[src/rtl/window_pkg.sv]
// Shared types and fixed-point helpers for the window_stream block.
package window_pkg;

  typedef enum logic {
    WIN_BYPASS = 1'b0,
    WIN_TABLE  = 1'b1
  } window_mode_e;

  function automatic int unsigned unity_coef(input int unsigned frac);
    return 32'd1 << frac;
  endfunction

  // Clamp a signed value into the two's-complement range of 'width' bits.
  function automatic int sat_signed(input int value, input int unsigned width);
    int hi;
    int lo;
    hi = (1 << (width - 1)) - 1;
    lo = -(1 << (width - 1));
    if (value > hi) return hi;
    if (value < lo) return lo;
    return value;
  endfunction

endpackage

[src/rtl/window_coef_ram.sv]
// Per-index window coefficient table: one write port, one combinational read port.
module window_coef_ram #(
  parameter int unsigned FRAME_LEN = 8,
  parameter int unsigned COEF_W    = 8,
  parameter int unsigned COEF_FRAC = 7,
  parameter int unsigned IDX_W     = 3
) (
  input  logic              clk,
  input  logic              rst,
  input  logic              wr_en,
  input  logic [IDX_W-1:0]  wr_addr,
  input  logic [COEF_W-1:0] wr_data,
  input  logic [IDX_W-1:0]  rd_addr,
  output logic [COEF_W-1:0] rd_data
);
  import window_pkg::*;

  localparam logic [COEF_W-1:0] UNITY = COEF_W'(unity_coef(COEF_FRAC));

  logic [COEF_W-1:0] mem [FRAME_LEN];

  // Reads see the pre-write contents when addresses collide.
  assign rd_data = mem[rd_addr];

  always_ff @(posedge clk or posedge rst) begin
    if (rst) begin
      for (int i = 0; i < int'(FRAME_LEN); i++) begin
        mem[i] <= UNITY;
      end
    end else if (wr_en) begin
      mem[wr_addr] <= wr_data;
    end
  end

endmodule

[src/rtl/window_stream.sv]
// Streaming window multiplier: per-index coefficient, round half up, saturate,
// two-stage pipeline with valid/ready on both sides and a frame-last marker.
module window_stream #(
  parameter  int unsigned DATA_W    = 8,
  parameter  int unsigned COEF_W    = 8,
  parameter  int unsigned COEF_FRAC = 7,
  parameter  int unsigned FRAME_LEN = 8,
  localparam int unsigned IDX_W     = $clog2(FRAME_LEN)
) (
  input  logic                     clk,
  input  logic                     rst,
  input  logic                     mode,
  input  logic                     frame_clr,
  input  logic                     in_valid,
  output logic                     in_ready,
  input  logic signed [DATA_W-1:0] in_data,
  input  logic                     coef_wr_en,
  input  logic [IDX_W-1:0]         coef_wr_addr,
  input  logic [COEF_W-1:0]        coef_wr_data,
  output logic                     out_valid,
  input  logic                     out_ready,
  output logic signed [DATA_W-1:0] out_data,
  output logic                     out_last
);
  import window_pkg::*;

  localparam int unsigned P_W      = DATA_W + COEF_W + 1;
  localparam int unsigned LAST_IDX = FRAME_LEN - 1;
  localparam logic [COEF_W-1:0]     UNITY = COEF_W'(unity_coef(COEF_FRAC));
  localparam logic signed [P_W-1:0] ROUND = P_W'(unity_coef(COEF_FRAC - 1));

  logic [IDX_W-1:0]  idx;
  logic [IDX_W-1:0]  idx_use_c;
  logic [IDX_W-1:0]  idx_next_c;
  window_mode_e      mode_q;
  window_mode_e      mode_use_c;
  logic              stall_c;
  logic              accept_c;
  logic              frame_start_c;
  logic [COEF_W-1:0] tbl_rd_c;
  logic [COEF_W-1:0] coef_c;

  logic                     s1_valid;
  logic signed [DATA_W-1:0] s1_data;
  logic [COEF_W-1:0]        s1_coef;
  logic                     s1_last;

  logic signed [P_W-1:0]    a_c;
  logic signed [P_W-1:0]    b_c;
  logic signed [P_W-1:0]    p_c;
  logic signed [P_W-1:0]    r_c;
  logic signed [DATA_W-1:0] sat_c;

  assign stall_c  = out_valid & ~out_ready;
  assign in_ready = ~stall_c;
  assign accept_c = in_valid & in_ready;

  window_coef_ram #(
    .FRAME_LEN (FRAME_LEN),
    .COEF_W    (COEF_W),
    .COEF_FRAC (COEF_FRAC),
    .IDX_W     (IDX_W)
  ) u_coef_ram (
    .clk     (clk),
    .rst     (rst),
    .wr_en   (coef_wr_en),
    .wr_addr (coef_wr_addr),
    .wr_data (coef_wr_data),
    .rd_addr (idx_use_c),
    .rd_data (tbl_rd_c)
  );

  // Frame index, mode selection and coefficient lookup for the incoming sample.
  always_comb begin
    idx_use_c     = frame_clr ? '0 : idx;
    frame_start_c = (idx_use_c == '0);
    mode_use_c    = mode_q;
    idx_next_c    = idx_use_c;
    if (accept_c && frame_start_c) begin
      mode_use_c = window_mode_e'(mode);
    end
    coef_c = (mode_use_c == WIN_TABLE) ? tbl_rd_c : UNITY;
    if (accept_c) begin
      if (idx_use_c == IDX_W'(LAST_IDX)) begin
        idx_next_c = '0;
      end else begin
        idx_next_c = idx_use_c + IDX_W'(1);
      end
    end
  end

  // Signed product against a zero-extended coefficient, then round half up and clamp.
  always_comb begin
    a_c   = P_W'(s1_data);
    b_c   = P_W'({1'b0, s1_coef});
    p_c   = a_c * b_c;
    r_c   = (p_c + ROUND) >>> COEF_FRAC;
    sat_c = DATA_W'(sat_signed(int'(r_c), DATA_W));
  end

  always_ff @(posedge clk or posedge rst) begin
    if (rst) begin
      idx    <= '0;
      mode_q <= WIN_BYPASS;
    end else begin
      idx <= idx_next_c;
      if (accept_c && frame_start_c) begin
        mode_q <= window_mode_e'(mode);
      end
    end
  end

  always_ff @(posedge clk or posedge rst) begin
    if (rst) begin
      s1_valid <= 1'b0;
      s1_data  <= '0;
      s1_coef  <= '0;
      s1_last  <= 1'b0;
    end else if (!stall_c) begin
      s1_valid <= accept_c;
      if (accept_c) begin
        s1_data <= in_data;
        s1_coef <= coef_c;
        s1_last <= (idx_use_c == IDX_W'(LAST_IDX));
      end
    end
  end

  always_ff @(posedge clk or posedge rst) begin
    if (rst) begin
      out_valid <= 1'b0;
      out_data  <= '0;
      out_last  <= 1'b0;
    end else if (!stall_c) begin
      out_valid <= s1_valid;
      if (s1_valid) begin
        out_data <= sat_c;
        out_last <= s1_last;
      end
    end
  end

endmodule

[config.mk]
export PLATFORM = sky130hd
export DESIGN_NAME = window_stream
export DESIGN_NICKNAME = d
export VERILOG_FILES = /design/src/rtl/window_pkg.sv /design/src/rtl/window_coef_ram.sv /design/src/rtl/window_stream.sv
export SDC_FILE = /design/constraint.sdc
export NUM_CORES = 1
export LEC_CHECK = 0
export BUFFER_PORTS_ARGS = -buffer_cell sky130_fd_sc_hd__buf_4
export CAP_MARGIN = 15
export CORE_ASPECT_RATIO = 2
export CORE_MARGIN = 2
export CORE_UTILIZATION = 58
export CTS_BUF_LIST = sky130_fd_sc_hd__clkbuf_4
export DETAILED_ROUTE_END_ITERATION = 10
export GPL_TIMING_DRIVEN = 0
export PLACE_DENSITY = 0.79
export SYNTH_ARGS = -nofsm -noshare
export SYNTH_HDL_FRONTEND = slang
export SYNTH_SLANG_ARGS = --single-unit
[constraint.sdc]
create_clock -name clk -period 4.4 [get_ports clk]
set_input_delay 0 -clock clk [delete_from_list [all_inputs] [get_ports clk]]
set_output_delay 0 -clock clk [all_outputs]
set_load 0.005 [all_outputs]
; ---- After elaboration in Yosys (flattened, before gate mapping)
; Cells that the tools add are included.
[word_totals]
ramBits = 0
rom_bits = 0
mem_count = 0
output_inout_bits = 11
register_bits = 96
latchBits = 0
[classes]
shifts = 0
reduce_logical = 5
mux = 18
order_cmp = 5
n_bitwise = 6
multipliers = 1
n_div = 0
n_eq_ne = 1
add_sub_neg = 2
[op_table]
columns = operator, n
row1 = 64-bit bitwise mux, 1
row2 = 8-bit 2-to-1 mux, 7
row3 = 8-bit binary-select mux with 3-bit select, 1
row4 = 8-bit demux with 3-bit select, 1
row5 = 17-bit by 8-bit adder with 17-bit output (second input constant), 1
row6 = 8-bit by 9-bit multiplier with 17-bit output, 1
row7 = 10-bit by 8-bit greater-than comparator with 1-bit output (second input constant), 1
row8 = 10-bit by 8-bit < comparator with 1-bit output (second input constant), 1
row9 = 3-bit 2-to-1 mux, 3
row10 = 4-bit >= comparator (second input constant), 2
row11 = 3-bit NOT with 4-bit output, 2
row12 = 7-bit 2-to-1 mux, 1
row13 = 4-bit by 1-bit < comparator with 1-bit output (second input constant), 1
row14 = 1-bit 2-to-1 mux, 4
row15 = 2-bit AND reduction, 2
row16 = 3-bit by 1-bit adder with 3-bit output (second input constant), 1
row17 = 3-bit == test (second input constant), 1
row18 = 3-bit zero test, 1
row19 = 1-bit AND, 2
row20 = 1-bit logical AND, 2
row21 = 1-bit NOT, 2

; ---- Longest topological paths before layout
; Gate-level depths: netlist (run 1).
[logic_depth]
word_depth = 7
depth_mapped = 18
mapped_depth_nobuf = 16

; ---- By module
; Synthesis (run 1) repeated with hierarchy kept, for this count alone.
[hier_totals]
hier_cells = 570
area_unflattened_um2 = 6551.3
[modules_own_cells]
columns = module, area_each_um2, instances, cells_each
row1 = window_stream, 3532.1, 1, 397
row2 = window_coef_ram, 3019.1, 1, 173

; ---- Least setup slack after synthesis (run 1)
; No wires, ideal clock.
[synth_path]
kind = reg-to-reg
startpoint = register s1_data[6]
endpoint = register out_data[3]
setup_slack_ns = -0.191
t_required_ns = 4.258
path_stages_with_launch = 18
setup_time_ns = 0.142
n_path_buf = 2
arrival_time_ns = 4.449
path_cell_list = dfrtp_1 clkbuf_1 and2_1 fa_1 fa_1 fa_1 inv_1 fa_1 inv_1 ha_1 nand4_1 or2_0 a21o_1 a211oi_1 nor2_4 buf_6 a21oi_1 a211oi_1
[synth_via]
elab_chain_len = 7
elab_cells_between_ends = 11
cone_classes = 1 x add/sub / 1 x mul / 2 x order compare / 7 x mux
[synth_lines]
columns = item, line
row1 = from (decl), window_stream.sv:44  ; logic signed [DATA_W-1:0] s1_data;
row2 = from (signal assigned), window_stream.sv:122  ; s1_data <= in_data;
row3 = 8-bit by 9-bit multiplier with 17-bit output (*), window_stream.sv:96  ; p_c = a_c * b_c;
row4 = 17-bit by 8-bit adder with 17-bit output (*), window_stream.sv:97  ; r_c = (p_c + ROUND) >>> COEF_FRAC;
row5 = 10-bit by 8-bit greater-than comparator with 1-bit output or 10-bit by 8-bit < comparator with 1-bit output (tied branches), "window_pkg.sv:19, window_pkg.sv:20"
row6 = 7-bit 2-to-1 mux or 1-bit 2-to-1 mux (tied branches), "window_pkg.sv:19, window_pkg.sv:20"
row7 = 8-bit 2-to-1 mux or 1-bit 2-to-1 mux (tied branches), window_pkg.sv:20  ; if (value < lo) return lo;
row8 = 8-bit 2-to-1 mux, window_pkg.sv:21  ; return value;
row9 = 8-bit 2-to-1 mux (*), window_pkg.sv:20
row10 = to (signal assigned), window_stream.sv:137  ; out_data <= sat_c;
row11 = to (decl), window_stream.sv:22  ; output logic signed [DATA_W-1:0] out_data,
; Mark *: on every way between the ends. The rest lies on a longest branch, timed or not. The select of a mux whose other input is x is not followed.
; A chain may end at the register's enable or synchronous reset.

; ---- Worst setup path in the final report (run 1)
[layout_path]
startpoint = register s1_coef[4]
endpoint = register out_data[5]
[layout_via]
elab_chain_len = 7
elab_cells_between_ends = 11
cone_classes = 1 x add/sub / 1 x mul / 2 x order compare / 7 x mux
[layout_lines]
columns = item, line
row1 = from (decl), window_stream.sv:45  ; logic [COEF_W-1:0] s1_coef;
row2 = from (signal assigned), window_stream.sv:123  ; s1_coef <= coef_c;
row3 = 8-bit by 9-bit multiplier with 17-bit output (*), window_stream.sv:96
row4 = 17-bit by 8-bit adder with 17-bit output (*), window_stream.sv:97
row5 = 10-bit by 8-bit greater-than comparator with 1-bit output or 10-bit by 8-bit < comparator with 1-bit output (tied branches), "window_pkg.sv:19, window_pkg.sv:20"
row6 = 7-bit 2-to-1 mux or 1-bit 2-to-1 mux (tied branches), "window_pkg.sv:19, window_pkg.sv:20"
row7 = 8-bit 2-to-1 mux or 1-bit 2-to-1 mux (tied branches), window_pkg.sv:20
row8 = 8-bit 2-to-1 mux, window_pkg.sv:21
row9 = 8-bit 2-to-1 mux (*), window_pkg.sv:20
; Marked as above.

==> metrics.md, run 1 <==
| Metric | Value |
|---|---|
| Number of buffers created by CTS | `9` |
| Hold Path Class | `input pin to flip-flop` |
| Endpoints failing setup | `8` |
| WP data arrival | `5010 ps` |
| Number of enable flip-flop cells after synthesis | `0` |
| CP Cell Sequence | `buf_12 > and2_4 > fa_1 > fa_1 > fa_1 > inv_2 > fa_1 > inv_2 > ha_4 > a21o_4 > a221oi_4 > o21a_1 > buf_4 > xnor2_1 > o31ai_1 > a211oi_2` |
| Crit path top cell by count | `fa_1` |
| Final Skew | `20.6 ps` |
| Fin crit period | `4670 ps` |
| Worst setup startpoint | `s1_coef[4]$_DFFE_PP0P_` |
| WP data required | `4740 ps` |
| Slew Limit Headroom | `39.9%` |
| Later-pin clock latency in the skew report | `450 ps` |
| Clock-pin transition on the worst setup and hold timing paths | `160 ps` |
| #FFs+latches synth | `96` |
| Power per cell area | `536 nW/um2` |
| Num rows | `54` |
| CTS max path bufs | `2` |
| Worst vdd ir | `367 uV` |
| GRT Overall Usage | `27.0%` |
| Gpl congestion | `0.943` |
| Synth Warn # | `0` |
| Die Area | `12,100 um2` |
| Via count | `4,827` |
| Die Wd | `78.8 um` |
| Area delta synth->final | `20.5%` |
| Routed len/inst | `18.5 um` |
| Worst r2r path cells | `16` |
| Num ports | `37` |
| Highest clock rate | `0.214 GHz` |
| Number of global-route vias before repair | `5,323` |
| P_leak | `3.59 nW` |
| Max-Cap Viols | `0` |
| Share of cells above drive strength 1 | `33.3%` |
| Avg Vias per Cell | `5.79` |
| Fillers | `769` |
| DRC violations left | `0` |
| CP max-delay cell | `fa_1` |
| Status | `finished with violations` |
| Setup TNS | `-1760 ps` |
| Crit-path leading delay family | `adder cells` |
| Mapped cell area | `6490 um2` |
| Vert. Die Dim | `154 um` |
| Pre-antenna DRT Iters | `4` |
| CTS H-tree lvls | `3` |
| Core area | `10,900 um2` |
| Tightest Pin Transition | `897 ps` |
| Drt total wl | `15,500 um` |
| Total gr overflow | `0` |
| Crit path to | `out_data[5]$_DFFE_PP0P_` |
| Async SR Flop Fraction | `100%` |
| Unique masters post-synth | `55` |
| Largest net degree at the start of global routing | `70` |
| Final Hold Viols | `0` |
| Worst R2R End | `out_data[5]$_DFFE_PP0P_` |
| Worst slack, placed | `-466 ps` |
| TritonCTS clock tree | `built` |
| RSZ-0062 raised after global routing | `yes` |
| Post-Place Cell Area | `7000 um2` |
| Initial DRC count | `219` |
| R2R setup slack | `-270 ps` |
| Slew Limit Fails | `0` |
| Post-DRT Antenna Nets | `0` |
| First-pass GRT wire length | `25,300 um` |
| Failing checks | `negative setup slack` |
| Area of the multi-input gates | `4040 um2` |
| Final Instance Area | `7820 um2` |
| Synth Instances | `602` |
| Post-route setup slack | `-274 ps` |
| Critical path depth in cells | `16` |
| Register area share after synthesis | `37.2%` |
| Worst setup EP type | `flip-flop` |
| Initial antenna violation count | `1` |
| CTS root buffer | `clkbuf_4` |
| Clock sinks | `96` |
| Starting Density | `59.6%` |
| DP Wirelength | `11,200 um` |
| Setup CP Type | `flip-flop to flip-flop` |
| Type of origin of the critical path | `flip-flop` |
| Avg Cell Area, Syn | `10.8 um2` |
| R2R Path Start | `s1_coef[4]$_DFFE_PP0P_` |
| Fin nets | `792` |
| Crit-path max cell delay | `510 ps` |
| Crit path buffers/inverters | `4` |
| Reg area | `2430 um2` |
| Period utilization | `106%` |
| Main synth FF type | `dfrtp_1` |
| CP max FO | `7` |
| Syn nets | `706` |
| IO Port Bufs | `32` |
==> registers in the layout (all words and copies together), names as in the netlist <==
name and flops:
idx 3, mode_q 1, out_valid 1, out_data 8, out_last 1, s1_last 1, u_coef_ram.mem 64, s1_data 8
s1_valid 1, s1_coef 8
==> stage by stage <==
stage                     hold slack, ps  util [%]  cells  power, mW
after floorplan                      105         -    602       2.76
after global placement               191      64.1    774       3.17
after detailed placement            18.5      64.4    775       3.24
after CTS                           30.7      71.4    832       4.11
after global routing                42.8      71.9    834       4.50
final                               57.3      71.9    834       4.19
==> synth_stat cells, types with 2 or more instances <==
cell type,instances,share of area (%)
a31oi_1,4,0.39
o21ai_2,2,0.27
o21ai_0,14,1.1
ha_1,42,8.1
nand2b_1,9,0.87
a211oi_1,16,1.9
buf_1,4,0.23
o31ai_1,7,0.81
nand2_1,83,4.8
o21a_1,2,0.23
fa_1,36,11
nor3_2,2,0.31
mux4_2,5,1.7
inv_1,51,3.0
and2_1,35,3.4
nor2b_1,12,1.2
a311oi_1,5,0.68
nor3b_2,2,0.39
mux2_2,67,12
nand4_1,5,0.48
nor2_1,18,1.0
clkbuf_1,14,0.81
nand4b_1,3,0.41
xnor2_1,8,1.1
dfstp_2,8,3.2
buf_2,2,0.15
o21bai_1,3,0.35
dfrtp_1,88,34
mux2i_1,2,0.31
and3_1,3,0.29
a21oi_1,21,1.6
xor2_1,4,0.54
clkbuf_8,2,0.42
a222oi_1,2,0.31
==> metal layers <==
metal  vias up  part of all wire, %  GRT usage [%]
li1       2225                    -              -
met1      2438                   34           26.8
met2       120                   60           52.6
met3        44                  2.2           3.23
met4         0                  4.1           14.2
met5         -                    0              0
==> worst min-delay path: cells and delay by family <==
| family | cells | cell delay, ps |
|---|---|---|
| buf+inv | 1 | 110 |
| simple gates | 1 | 270 |
| compound gates | 1 | 110 |
==> report_power, final <==
group | switching [mW] | internal (mW)
registers | 0.144 | 1.10
logic | 1.28 | 1.16
clock network | 0.306 | 0.193
total | 1.73 | 2.45
==> what timing repair did <==
item / CTS / global route
hold endpoints to repair: 172 / 0
cloned: 1 / 0
setup buffers: 21 / 2
gates resized for setup: 61 / 10
hold buffers: 19 / 0
pin swaps: 41 / 9
endpoints found under the setup margin: 8 / 8
==> layout make-up <==
type                            instances  share of cell area [%]
Clock inverter                          5                   0.816
Sequential cell                        96                    31.1
Inverter                               52                    2.56
Tap cell                              140                    2.24
Buffer                                 23                    1.87
Antenna cell                            1                  0.0320
Clock buffer                           11                    1.06
Timing Repair Buffer                   76                    8.72
Multi-Input combinational cell        430                    51.6
==> cell families after synthesis <==
logic type / count (synthesis) / synth area share, %
adders and majority gates: 78 / 19.2
and+or+nand+nor: 179 / 13.9
buffers and inverters: 76 / 4.92
AOI/OAI and AO/OA: 87 / 9.45
DFF: 96 / 37.2
xor gates and xnor gates: 12 / 1.62
muxes: 74 / 13.7
==> worst min path at each step <==
stage | startpoint | cells after the start | to
finish | in_valid | 3 | s1_coef[0]$_DFFE_PP0P_
global route | in_valid | 3 | s1_coef[0]$_DFFE_PP0P_
CTS | in_valid | 3 | s1_coef[0]$_DFFE_PP0P_
detailed placement | rst | 2 | s1_last$_DFFE_PP0P_
global placement | in_data[0] | 3 | s1_data[0]$_DFFE_PP0P_
floorplan | in_data[0] | 2 | s1_data[0]$_DFFE_PP0P_
==> layout by cell type (no fill, tap or decap), types with 5 or more instances in the layout <==
| cell | count |
|---|---|
| dfstp_2 | 8 |
| buf_4 | 50 |
| a211oi_2 | 6 |
| o21ai_0 | 14 |
| ha_1 | 37 |
| mux4_2 | 5 |
| nand2_1 | 80 |
| inv_1 | 45 |
| a21oi_2 | 5 |
| nand4_1 | 5 |
| clkbuf_4 | 11 |
| nand2b_1 | 8 |
| fa_1 | 35 |
| nor2_1 | 18 |
| a311oi_1 | 5 |
| mux2_2 | 67 |
| a21oi_1 | 14 |
| clkbuf_1 | 11 |
| xnor2_1 | 7 |
| and2_1 | 33 |
| a211oi_1 | 9 |
| buf_6 | 7 |
| dfrtp_2 | 14 |
| dfrtp_1 | 74 |
| dlygate4sd3_1 | 19 |
| nor2b_1 | 12 |
Note: power is estimated with default switching activity, not from simulation.
==> run 2: changes to the inputs <==
CORE_ASPECT_RATIO = 1.4   (was 2)
==> run 2 against run 1 <==
Compared with the run above: first-iteration DRC count is 23% lower; critical path depth is 1 higher; die area is 0.32% lower; largest cell class unchanged; clock skew is 2.8 ps higher; worst hold slack better by 83 ps; sequential cell count stayed put; maximum frequency is 2.5% higher; final area is 1.2% higher; worst setup slack better by 120 ps; clock-buffer cell count is 2 lower; final cell count is 1.8% higher; utilization is 0.96 points higher; the flow still finishes with violations (negative setup slack).
==> metrics.md, run 2 (same netlist as run 1, synthesis figures left out) <==
| Metric | Value |
|---|---|
| Status | `finished with violations` |
| Failing checks | `negative setup slack` |
| Num ports | `37` |
| Slew Limit Fails | `0` |
| Starting Density | `59.7%` |
| Most frequent cells in the layout | `nand2_1 (79), dfrtp_1 (76), mux2_2 (67)` |
| Clock sinks | `96` |
| Final Non-Filler Cells | `849` |
| Fin nets | `806` |
| GRT Overall Usage | `25.5%` |
| Fillers | `749` |
| Drt total wl | `14,700 um` |
| Tightest Pin Transition | `916 ps` |
| Gpl congestion | `0.845` |
| CTS max path bufs | `2` |
| Final Hold Viols | `0` |
| Via count | `4,858` |
| Final Skew | `23.5 ps` |
| Total power | `4.27 mW` |
| P_leak | `3.67 nW` |
| R2R Path Start | `s1_coef[7]$_DFFE_PP0P_` |
| Number of buffers created by CTS | `9` |
| Core area | `10,900 um2` |
| Worst hold margin | `140 ps` |
| Hold Path Class | `input pin to async pin` |
| Largest register FFs | `64` |
| Crit-path max cell delay | `540 ps` |
| Vert. Die Dim | `129 um` |
| Worst r2r path cells | `17` |
| Power per cell area | `539 nW/um2` |
| Total gr overflow | `0` |
| CP Cell Sequence | `buf_8 > and2_4 > fa_1 > fa_1 > fa_1 > inv_2 > fa_1 > inv_2 > ha_4 > a21o_2 > nand2b_1 > o41ai_4 > buf_4 > o21ba_2 > xnor2_1 > o31ai_1 > a211oi_1` |
| Initial antenna violation count | `1` |
| Setup CP Type | `flip-flop to flip-flop` |
| IO Port Bufs | `32` |
| Period utilization | `104%` |
| Max-Cap Viols | `0` |
| Highest clock rate | `0.219 GHz` |
| Endpoints failing setup | `7` |
| Share of cells above drive strength 1 | `35.2%` |
| Initial DRC count | `169` |
| Clock-pin transition on the worst setup and hold timing paths | `170 ps` |
| Die Area | `12,100 um2` |
| TritonCTS clock tree | `built` |
| Post-DRT Antenna Nets | `0` |
| Die Wd | `93.4 um` |
| CP max-delay cell | `fa_1` |
| Largest net degree at the start of global routing | `52` |
| CTS H-tree lvls | `3` |
| First-pass GRT wire length | `23,900 um` |
| CP max FO | `9` |
| Number of global-route vias before repair | `5,092` |
| Post-route setup slack | `-158 ps` |
| Pre-antenna DRT Iters | `4` |
| Final Instance Area | `7920 um2` |
| Largest register by flop count | `u_coef_ram.mem` |
| Worst vdd ir | `305 uV` |
| DP Wirelength | `10,400 um` |
| RSZ-0062 raised after global routing | `yes` |
| Avg Vias per Cell | `5.72` |
| Most common cell after layout, fill and taps aside | `nand2_1` |
| WP data arrival | `4950 ps` |
| Area delta synth->final | `22.0%` |
| Worst R2R End | `out_data[4]$_DFFE_PP0P_` |
| Worst slack, placed | `-488 ps` |
| DRC violations left | `0` |
| Post-Place Cell Area | `7000 um2` |
| Num rows | `45` |
| Fin crit period | `4560 ps` |
| Worst setup EP type | `flip-flop` |
| CTS root buffer | `clkbuf_4` |
| Type of origin of the critical path | `flip-flop` |
| WP data required | `4790 ps` |
| Routed len/inst | `17.4 um` |
| Later-pin clock latency in the skew report | `470 ps` |
| Slew Limit Headroom | `38.6%` |
| R2R setup slack | `-160 ps` |
| Placed cells | `776` |
| Crit path top cell by count | `fa_1` |
[run 2: changes by cell type in the layout (fill, tap and decap cells not counted), moves of 3 or more]
cell | before | now
a211oi_2 | 6 | 3
buf_4 | 50 | 64
a211oi_1 | 9 | 12
and2_1 | 33 | 30
[run 2: worst max-delay path by stage]
stage / start / end / slack (ps) / cells past startpoint
final: s1_coef[7]$_DFFE_PP0P_ / out_data[4]$_DFFE_PP0P_ / -160 / 17
after global routing: s1_data[2]$_DFFE_PP0P_ / out_data[1]$_DFFE_PP0P_ / -280 / 17
after CTS: s1_coef[4]$_DFFE_PP0P_ / out_data[0]$_DFFE_PP0P_ / -100 / 18
after detailed placement: s1_data[2]$_DFFE_PP0P_ / out_data[5]$_DFFE_PP0P_ / -490 / 17
after global placement: s1_data[2]$_DFFE_PP0P_ / out_data[0]$_DFFE_PP0P_ / -370 / 17
after floorplan: s1_coef[7]$_DFFE_PP0P_ / out_data[1]$_DFFE_PP0P_ / 0.7 / 17
[run 2: area by class of cell]
type | count | area [um2] | share of cell area, %
Antenna cell | 1 | 2.50 | 0.0316
Timing Repair Buffer | 89 | 751 | 9.48
Clock buffer | 9 | 67.6 | 0.854
Inverter | 52 | 200 | 2.53
Buffer | 24 | 161 | 2.04
Multi-Input combinational cell | 430 | 4030 | 50.9
Sequential cell | 96 | 2430 | 30.7
Tap cell | 141 | 176 | 2.23
Clock inverter | 7 | 101 | 1.28
[run 2: repair_timing]
item,in CTS,in global routing
buffers inserted,28,6
gates resized for setup,52,24
cloned,2,0
pin swaps,39,20
endpoints found under the hold margin,121,0
endpoints found under the setup margin,8,8
hold buffers,20,0
[run 2: through the flow]
stage / util [%] / setup TNS (ps)
after floorplan: - / 0
after global placement: 64.2 / -2540
after detailed placement: 64.4 / -3420
after CTS: 71.7 / -649
after global routing: 72.8 / -1750
final: 72.8 / -819
[run 2: where the power goes]
group	internal (mW)	switching [mW]	leakage, nW	total (mW)
clock	0.237	0.315	0.0888	0.552
sequential	1.10	0.129	1.14	1.23
combinational	1.20	1.29	2.44	2.49
[run 2: metal layers]
layer	vias to the layer above	GRT usage, %	share of wire [%]
met5	-	0	0
met4	0	10.9	3.1
met3	32	3.37	2.9
met2	109	49.2	57
met1	2467	27.5	37
li1	2250	-	-
[run 2: critical path, delay by kind of cell (launching register included)]
| kind | cells | cell delay, ps |
|---|---|---|
| AO/OA/AOI/OAI | 5 | 770 |
| adder cells (fa/ha/maj) | 5 | 2310 |
| XOR/XNOR | 1 | 320 |
| AND/OR/NAND/NOR | 2 | 300 |
| flip-flops | 1 | 420 |
| buffers and inverters | 4 | 380 |
